### src/rtl/usb_if_pkg.sv
// ---------------------------------------------------------------------------
// usb_if_pkg
// Shared definitions for the USB test-system producer/consumer blocks.
//   - cons_state_e  : consumer FSM states (IDLE, RUN, DRAIN)
//   - DEF_*         : default data width, packet length, error counter width
//   - PATTERN_START : first value of the incrementing test pattern
//   - LFSR16_TAPS   : Galois feedback mask for x^16 + x^14 + x^13 + x^11 + 1
//   - lfsr16_next() : one step of the right-shifting Galois LFSR
// ---------------------------------------------------------------------------
package usb_if_pkg;

   typedef enum logic [1:0] {
      ST_IDLE  = 2'd0,
      ST_RUN   = 2'd1,
      ST_DRAIN = 2'd2
   } cons_state_e;

   localparam int unsigned DEF_DW        = 32;
   localparam int unsigned DEF_PKT_WORDS = 1024;
   localparam int unsigned DEF_ERR_W     = 16;

   localparam int unsigned PATTERN_START = 0;

   // Right-shift Galois form: bit 0 is the output, taps 16,14,13,11 map
   // onto mask bits 15,13,12,10.
   localparam logic [15:0] LFSR16_TAPS   = 16'hB400;
   localparam logic [15:0] DEF_LFSR_SEED = 16'hACE1;

   function automatic logic [15:0] lfsr16_next(input logic [15:0] cur);
      lfsr16_next = {1'b0, cur[15:1]} ^ (cur[0] ? LFSR16_TAPS : 16'h0000);
   endfunction

endpackage

### src/rtl/usb_lfsr16.sv
// ---------------------------------------------------------------------------
// usb_lfsr16
// 16-bit Galois LFSR used to generate pseudo-random read throttling.
// Shared between the smart producer and smart consumer.
// Ports:
//   clk_i    in  1  : clock, rising edge
//   rst_i    in  1  : synchronous active-high reset, loads seed_i
//   en_i     in  1  : advance the LFSR by one step
//   seed_i   in  16 : reset value (must be nonzero)
//   state_o  out 16 : current LFSR state
// ---------------------------------------------------------------------------
module usb_lfsr16
   import usb_if_pkg::*;
(
   input  logic        clk_i,
   input  logic        rst_i,
   input  logic        en_i,
   input  logic [15:0] seed_i,
   output logic [15:0] state_o
);

   logic [15:0] state_q;
   logic [15:0] state_d;

   // An all-zero state would lock the LFSR forever, so a zero seed is
   // replaced with 1 rather than silently stalling the sequence.
   logic [15:0] seed_safe;
   assign seed_safe = (seed_i == 16'h0000) ? 16'h0001 : seed_i;

   // Next state: step when enabled, otherwise hold.
   always_comb begin
      state_d = state_q;
      if (en_i) begin
         state_d = lfsr16_next(state_q);
      end
   end

   // State register with synchronous seed load on reset.
   always_ff @(posedge clk_i) begin
      if (rst_i) begin
         state_q <= seed_safe;
      end else begin
         state_q <= state_d;
      end
   end

   assign state_o = state_q;

endmodule

### src/rtl/usb_smart_consumer.sv
// ---------------------------------------------------------------------------
// usb_smart_consumer
// Self-checking FIFO sink for the USB test system. Drains fixed-length
// packets from a data FIFO and checks every word against the incrementing
// pattern produced by smartProducer. The expected value persists across
// packets, so packet k expects k*PKT_WORDS .. (k+1)*PKT_WORDS-1 (mod 2^DW).
//
// Optional feature macro: USB_SMART_CONSUMER_THROTTLE_EN
//   When defined, a 16-bit LFSR withholds reads on ~25% of RUN cycles to
//   exercise upstream backpressure. When undefined there is no LFSR.
//
// Parameters: DW (data width), PKT_WORDS (words per packet, >=1),
//             ERR_W (error counter width), SEED (LFSR seed, throttle only)
// Ports:
//   clk_i          in  1     : clock, rising edge
//   rst_i          in  1     : synchronous active-high reset
//   en_i           in  1     : start request, honoured only in IDLE
//   fifo_dt_i      in  DW    : FIFO read data, valid the cycle after a read
//   fifo_epty_i    in  1     : FIFO empty
//   fifo_rd_o      out 1     : FIFO read strobe
//   busy_o         out 1     : high in RUN and DRAIN
//   done_o         out 1     : one-cycle pulse at packet end
//   word_cnt_o     out 32    : words checked, wrapping
//   err_cnt_o      out ERR_W : mismatching words, saturating
//   err_o          out 1     : sticky first-mismatch flag
//   first_err_dt_o out DW    : data of the first mismatching word
// ---------------------------------------------------------------------------
module usb_smart_consumer
   import usb_if_pkg::*;
#(
   parameter int unsigned DW        = DEF_DW,
   parameter int unsigned PKT_WORDS = DEF_PKT_WORDS,
   parameter int unsigned ERR_W     = DEF_ERR_W,
   parameter logic [15:0] SEED      = DEF_LFSR_SEED
) (
   input  logic             clk_i,
   input  logic             rst_i,
   input  logic             en_i,
   input  logic [DW-1:0]    fifo_dt_i,
   input  logic             fifo_epty_i,
   output logic             fifo_rd_o,
   output logic             busy_o,
   output logic             done_o,
   output logic [31:0]      word_cnt_o,
   output logic [ERR_W-1:0] err_cnt_o,
   output logic             err_o,
   output logic [DW-1:0]    first_err_dt_o
);

   localparam int unsigned CNT_W = (PKT_WORDS > 1) ? $clog2(PKT_WORDS) : 1;
   localparam logic [CNT_W-1:0] LAST_IDX = CNT_W'(PKT_WORDS - 1);
   localparam logic [ERR_W-1:0] ERR_MAX  = {ERR_W{1'b1}};

   cons_state_e      state_q, state_d;
   logic [CNT_W-1:0] rd_cnt_q, rd_cnt_d;
   logic             rd_q, rd_d;
   logic             done_q, done_d;
   logic [DW-1:0]    exp_q, exp_d;
   logic [31:0]      word_cnt_q, word_cnt_d;
   logic [ERR_W-1:0] err_cnt_q, err_cnt_d;
   logic             err_q, err_d;
   logic [DW-1:0]    first_err_dt_q, first_err_dt_d;

   logic             stall;

`ifdef USB_SMART_CONSUMER_THROTTLE_EN
   logic [15:0] lfsr_state;
   logic        unused_lfsr_hi;

   usb_lfsr16 u_lfsr (
      .clk_i   (clk_i),
      .rst_i   (rst_i),
      .en_i    (1'b1),
      .seed_i  (SEED),
      .state_o (lfsr_state)
   );

   // Only the two low bits decide the stall; the rest just feed the LFSR.
   assign unused_lfsr_hi = ^lfsr_state[15:2];
   assign stall          = (lfsr_state[1:0] == 2'b00);
`else
   logic unused_seed;

   assign unused_seed = ^SEED;
   assign stall       = 1'b0;
`endif

   // The read strobe is the only combinational input-to-output path; it can
   // never fire while the FIFO reports empty.
   assign fifo_rd_o = (state_q == ST_RUN) && !fifo_epty_i && !stall;

   // Packet sequencing. The read counter tracks reads issued in this packet;
   // the FSM leaves RUN in the same cycle as the final read so no extra read
   // is ever issued. DRAIN lasts exactly one cycle, the cycle in which the
   // last word is compared, and done is registered so it appears together
   // with the return to IDLE.
   always_comb begin
      state_d  = state_q;
      rd_cnt_d = rd_cnt_q;
      done_d   = 1'b0;
      unique case (state_q)
         ST_IDLE: begin
            if (en_i) begin
               state_d  = ST_RUN;
               rd_cnt_d = '0;
            end
         end
         ST_RUN: begin
            if (fifo_rd_o) begin
               if (rd_cnt_q == LAST_IDX) begin
                  state_d  = ST_DRAIN;
                  rd_cnt_d = '0;
               end else begin
                  rd_cnt_d = rd_cnt_q + CNT_W'(1);
               end
            end
         end
         ST_DRAIN: begin
            state_d = ST_IDLE;
            done_d  = 1'b1;
         end
         default: begin
            state_d = ST_IDLE;
         end
      endcase
   end

   // Word checker. rd_q marks the cycle in which FIFO data is valid. The
   // expected value advances on every checked word, matching or not, so one
   // corrupted word costs exactly one error and the stream stays in step.
   always_comb begin
      rd_d           = fifo_rd_o;
      exp_d          = exp_q;
      word_cnt_d     = word_cnt_q;
      err_cnt_d      = err_cnt_q;
      err_d          = err_q;
      first_err_dt_d = first_err_dt_q;
      if (rd_q) begin
         exp_d      = exp_q + DW'(1);
         word_cnt_d = word_cnt_q + 32'd1;
         if (fifo_dt_i != exp_q) begin
            if (err_cnt_q != ERR_MAX) begin
               err_cnt_d = err_cnt_q + ERR_W'(1);
            end
            if (!err_q) begin
               err_d          = 1'b1;
               first_err_dt_d = fifo_dt_i;
            end
         end
      end
   end

   // All state registers. Clearing rd_q on reset drops a word that was
   // requested just before reset and returns afterwards.
   always_ff @(posedge clk_i) begin
      if (rst_i) begin
         state_q        <= ST_IDLE;
         rd_cnt_q       <= '0;
         rd_q           <= 1'b0;
         done_q         <= 1'b0;
         exp_q          <= DW'(PATTERN_START);
         word_cnt_q     <= '0;
         err_cnt_q      <= '0;
         err_q          <= 1'b0;
         first_err_dt_q <= '0;
      end else begin
         state_q        <= state_d;
         rd_cnt_q       <= rd_cnt_d;
         rd_q           <= rd_d;
         done_q         <= done_d;
         exp_q          <= exp_d;
         word_cnt_q     <= word_cnt_d;
         err_cnt_q      <= err_cnt_d;
         err_q          <= err_d;
         first_err_dt_q <= first_err_dt_d;
      end
   end

   assign busy_o         = (state_q == ST_RUN) || (state_q == ST_DRAIN);
   assign done_o         = done_q;
   assign word_cnt_o     = word_cnt_q;
   assign err_cnt_o      = err_cnt_q;
   assign err_o          = err_q;
   assign first_err_dt_o = first_err_dt_q;

endmodule

### config.mk
export PLATFORM = sky130hd
export DESIGN_NAME = usb_smart_consumer
export DESIGN_NICKNAME = d
export VERILOG_FILES = /design/src/rtl/usb_if_pkg.sv /design/src/rtl/usb_lfsr16.sv /design/src/rtl/usb_smart_consumer.sv
export SDC_FILE = /design/constraint.sdc
export NUM_CORES = 1
export LEC_CHECK = 0
export CORE_MARGIN = 5
export CORE_UTILIZATION = 55
export CTS_BUF_LIST = sky130_fd_sc_hd__clkbuf_4 sky130_fd_sc_hd__clkbuf_8 sky130_fd_sc_hd__clkbuf_16
export CTS_CLUSTER_DIAMETER = 100
export DETAILED_ROUTE_END_ITERATION = 7
export GPL_TIMING_DRIVEN = 0
export PLACE_DENSITY_LB_ADDON = 0.12
export SLEW_MARGIN = 0
export SYNTH_ARGS = -nofsm -noshare
export SYNTH_HDL_FRONTEND = slang
export SYNTH_SLANG_ARGS = --single-unit
### constraint.sdc
create_clock -name clk_i -period 5.8 [get_ports clk_i]
set_clock_uncertainty 0.15 [all_clocks]
set_input_delay 1.74 -clock clk_i [delete_from_list [all_inputs] [get_ports clk_i]]
set_output_delay 1.74 -clock clk_i [all_outputs]
set_load 0.01 [all_outputs]
==> results.md <==
Run status:
- The run finished with clean final reports.

Final layout:
- At the end of the flow, the number of nets in the layout was 829.
- The area growth from synthesis to layout is 34.3%.
- After routing the design area is between 7000 and 8000 µm².
- The fraction of layout cells with a size suffix above 1 is 0.0628.
- The repair_antennas step left the layout with diodes totalling 0.

Clock network:
- Clock tree synthesis selected as its root buffer the cell sky130_fd_sc_hd__clkbuf_8.
- Clock-pin slew was measured on the worst setup and hold paths at roughly 0.06 ns.
- The number of buffers inserted for hold repair after clock tree synthesis is 0.
- The number of instances resized during post-cts repair is 0.
- Buffers added to address setup during post-CTS repair amount to 0.
- The count of clock tree sinks is roughly 130.
- The clock reaches the later pin of the worst-skew pair after about 0.5 ns.
- The H-tree was split into 4 levels.
- TritonCTS built the clock tree.
- The clock passes through at most 2 buffers.
- Counting the buffers created by CTS gives 17.

Global route:
- In the global route stage, overall resource usage came out at 0.236.
- The initial antenna violation count is 0.
- Entering global routing, the biggest net connects 17 pins.
- The total global routing overflow is 0.
- The via count of the first global-routing pass is 5015.
- The wire length of the first global-routing pass is around 25000 µm.

Synthesis:
- The yosys synthesis warning count is 0.
- Yosys attributes the largest share of cell area to sky130_fd_sc_hd__dfxtp_1 (44%), sky130_fd_sc_hd__xnor2_1 (7.0%), sky130_fd_sc_hd__nor2_1 (7.0%), sky130_fd_sc_hd__mux2i_1 (6.6%), sky130_fd_sc_hd__xor2_1 (5.6%).
- The number of different library cells in the post-synthesis netlist is 37.
- Averaged over all synthesized cells, the footprint is a little under 9 µm².
- The count of flip-flops with a built-in enable after synthesis is 0.
- After synthesis the netlist holds a flip-flop and latch count of between 100 and 150.
- In this run the cell area of the synthesized design comes to ~5800 µm².
- Synthesis produced a netlist with a net count of 692.
- The dominant register cell in the synthesized netlist is sky130_fd_sc_hd__dfxtp_1.
- The synthesized design spends more area on one cell type than any other, namely sky130_fd_sc_hd__dfxtp_1.
- The async set-reset flop share out of synthesis is 0.
- Of the post-synthesis cell area, the dominant cell type holds 0.440.
- The sequential cell area fraction in the yosys report is 0.440.
- The number of cells produced by synthesis is 647.

Worst setup path:
- The maximum fanout encountered on the critical timing path is 3.
- The type of the worst setup path is in2out.
- STA puts the critical path data required time at slightly below 4 ns.
- The arrival time at the worst endpoint is ~3.0 ns.
- The worst setup path is captured at a primary output.
- STA classifies the critical path startpoint as an input port.

Route:
- For this run, design rule violations remaining after detail routing come to 0.
- The final routed wirelength across all metal layers is between 15000 and 20000 µm.
- The detailed route wirelength on metal3 is ~900 µm.
- Detailed routing placed a total of about 7400 µm of wire on met2.
- In this run the top signal layer used is met4.
- The post-detailed-route via-to-cell ratio is about 5.5.
- In this run, the number of DRC markers left after iteration 0 of detailed routing was 262.
- The first TritonRoute pass finished after 4 iterations.
- The detailed router placed about 5100 vias in this run.
- After detailed routing, the average wire length per cell comes to ~16 µm.
- The routed metal-1 wire length is approximately 6500 µm.
- The count of nets left with antenna violations once routing finished came out at 0.

Placed design:
- The quantity of I/O buffers inserted on ports is around 120.
- Summed over all nets, the half-perimeter wirelength after detailed placement is 10700 µm.
- The worst slack at placement is ~0.95 ns.
- The final weighted congestion in routability-driven placement is roughly 0.90.
- In this run the cell area measured after placement is around 7100 µm².

Timing:
- Timing would allow up to between 200 and 250 MHz.
- The shortest clock period the worst path allows after layout is 4.84 ns.
- For the pin with the worst max-slew slack, the measured transition is ~1 ns.
- The summed negative setup slack over all endpoints is 0 ns.
- The setup violation total in the final timing report is 0.
- The number of failing hold endpoints at the final stage is 0.
- The number of slew-limit violations in the final report is 0.
- Setup repair after global routing left no endpoint under its margin.
- Of the available clock period, the critical path in the final layout requires 0.835.
- The relative max-transition margin is 0.312.
- Setup slack closes at 0.960 ns.

Floorplan:
- The standard cell core area is roughly 10000 µm².
- The initial core utilization is 0.562.
- The full die area is 12700 µm².
- The die extent in x is roughly 110 µm.
- Row generation in the floorplan step produced 37 rows.
- The floorplan step set the die height to 112 µm.
- 120 I/O pins were placed.

Min path:
- The class of the worst hold path is reg2reg.

Pwr:
- The leakage dissipation is 2.70 nW.
- The power per cell area is around 310 nW/µm².
- The total chip power is ~2.4 mW.
- IR analysis of the VDD net gives a maximum drop of 0.000198 V.

Job:
- The number of maximum-capacitance violations is 0.
routing by layer:
layer  global-route usage  vias up
met5                    0        -
met2                0.411      162
met1                0.292     2456
met3               0.0555       27
met4               0.0625        0
li1                     -     2504
cells by family after synthesis:
| group | after synthesis | share of synthesized area |
|---|---|---|
| AND/OR/NAND/NOR | 293 | 0.253 |
| flip-flops | 127 | 0.440 |
| buffers and inverters | 33 | 0.0225 |
| multiplexers | 49 | 0.0873 |
| XOR/XNOR | 83 | 0.126 |
| AO/OA/AOI/OAI | 53 | 0.0518 |
| adder cells (fa/ha/maj) | 9 | 0.0195 |
stage by stage:
stage | hold slack [ns] | utilization | instances
floorplan | 0.303 | - | 647
global placement | 0.317 | 0.693 | 901
detailed placement | 0.328 | 0.693 | 901
CTS | 0.343 | 0.755 | 932
global route | 0.377 | 0.755 | 932
finish | 0.338 | 0.755 | 932
Yosys cell counts, types with 2 or more instances:
| library cell | number |
|---|---|
| sky130_fd_sc_hd__and2_1 | 4 |
| sky130_fd_sc_hd__nor2b_1 | 19 |
| sky130_fd_sc_hd__inv_1 | 9 |
| sky130_fd_sc_hd__buf_2 | 5 |
| sky130_fd_sc_hd__o31ai_1 | 2 |
| sky130_fd_sc_hd__a211oi_1 | 2 |
| sky130_fd_sc_hd__ha_1 | 9 |
| sky130_fd_sc_hd__or4_1 | 3 |
| sky130_fd_sc_hd__nor3_1 | 13 |
| sky130_fd_sc_hd__or3_1 | 21 |
| sky130_fd_sc_hd__o21ai_0 | 19 |
| sky130_fd_sc_hd__and3_1 | 16 |
| sky130_fd_sc_hd__xor2_1 | 37 |
| sky130_fd_sc_hd__nand2b_1 | 3 |
| sky130_fd_sc_hd__clkbuf_1 | 18 |
| sky130_fd_sc_hd__nor2_1 | 107 |
| sky130_fd_sc_hd__xnor2_1 | 46 |
| sky130_fd_sc_hd__dfxtp_1 | 127 |
| sky130_fd_sc_hd__mux2_2 | 11 |
| sky130_fd_sc_hd__nor4_1 | 6 |
| sky130_fd_sc_hd__nor3b_1 | 2 |
| sky130_fd_sc_hd__a21o_1 | 5 |
| sky130_fd_sc_hd__a21oi_1 | 22 |
| sky130_fd_sc_hd__nand4_1 | 24 |
| sky130_fd_sc_hd__nand3_1 | 27 |
| sky130_fd_sc_hd__mux2i_1 | 38 |
| sky130_fd_sc_hd__and4_1 | 5 |
| sky130_fd_sc_hd__nand2_1 | 38 |
sequential cells by signal, indices dropped and copies added, names as in the netlist:
signal and flops:
exp_q 32, first_err_dt_o 32, word_cnt_o 32, err_cnt_o 16, rd_cnt_q 10, state_q 2
done_o 1, err_o 1, rd_q 1
where the power goes:
part | switching [mW] | leakage [nW] | total (mW) | internal (mW)
sequential | 0.0254 | 1.02 | 0.930 | 0.904
combinational | 0.157 | 1.37 | 0.312 | 0.155
clock | 0.378 | 0.308 | 1.14 | 0.758
final cells by class:
class / count / area (µm²)
buffer: 24 / 96.3
clock buffer: 20 / 443
multi-input combinational: 487 / 3100
timing repair buffer: 118 / 1180
sequential: 127 / 2540
clock inverter: 11 / 189
fill: 757 / 2520
tap: 136 / 170
inverter: 9 / 33.8
path summary, 6_finish.rpt:
| check | cells after the start | to | from | slack, ns |
|---|---|---|---|---|
| hold reg to reg | 2 | first_err_dt_o[28] | first_err_dt_o[28] | 0.34 |
| hold / removal | 2 | first_err_dt_o[28] | first_err_dt_o[28] | 0.34 |
| setup / recovery | 3 | fifo_rd_o | fifo_epty_i | 0.96 |
| setup reg to reg | 7 | err_cnt_o[0] | exp_q[8] | 3.08 |
cell usage in the layout, fill, tap and decap left out, drive strengths merged, types with 3 or more instances in the layout:
| master | n |
|---|---|
| a21o | 5 |
| a21oi | 22 |
| and2 | 4 |
| and3 | 16 |
| and4 | 6 |
| buf | 6 |
| bufinv | 5 |
| clkbuf | 38 |
| clkdlybuf4s50 | 118 |
| clkinv | 4 |
| dfxtp | 127 |
| ha | 9 |
| inv | 9 |
| mux2 | 11 |
| mux2i | 38 |
| nand2 | 38 |
| nand2b | 3 |
| nand3 | 28 |
| nand4 | 24 |
| nor2 | 107 |
| nor2b | 19 |
| nor3 | 13 |
| nor4 | 6 |
| o21ai | 19 |
| or3 | 21 |
| or4 | 3 |
| xnor2 | 46 |
| xor2 | 37 |
critical path, cell delays in order:
cell,delay [ns]
sky130_fd_sc_hd__clkdlybuf4s50_1,0.45
sky130_fd_sc_hd__nor2b_1,0.19
sky130_fd_sc_hd__clkdlybuf4s50_1,0.56
Note: power is estimated with default switching activity, not from simulation.
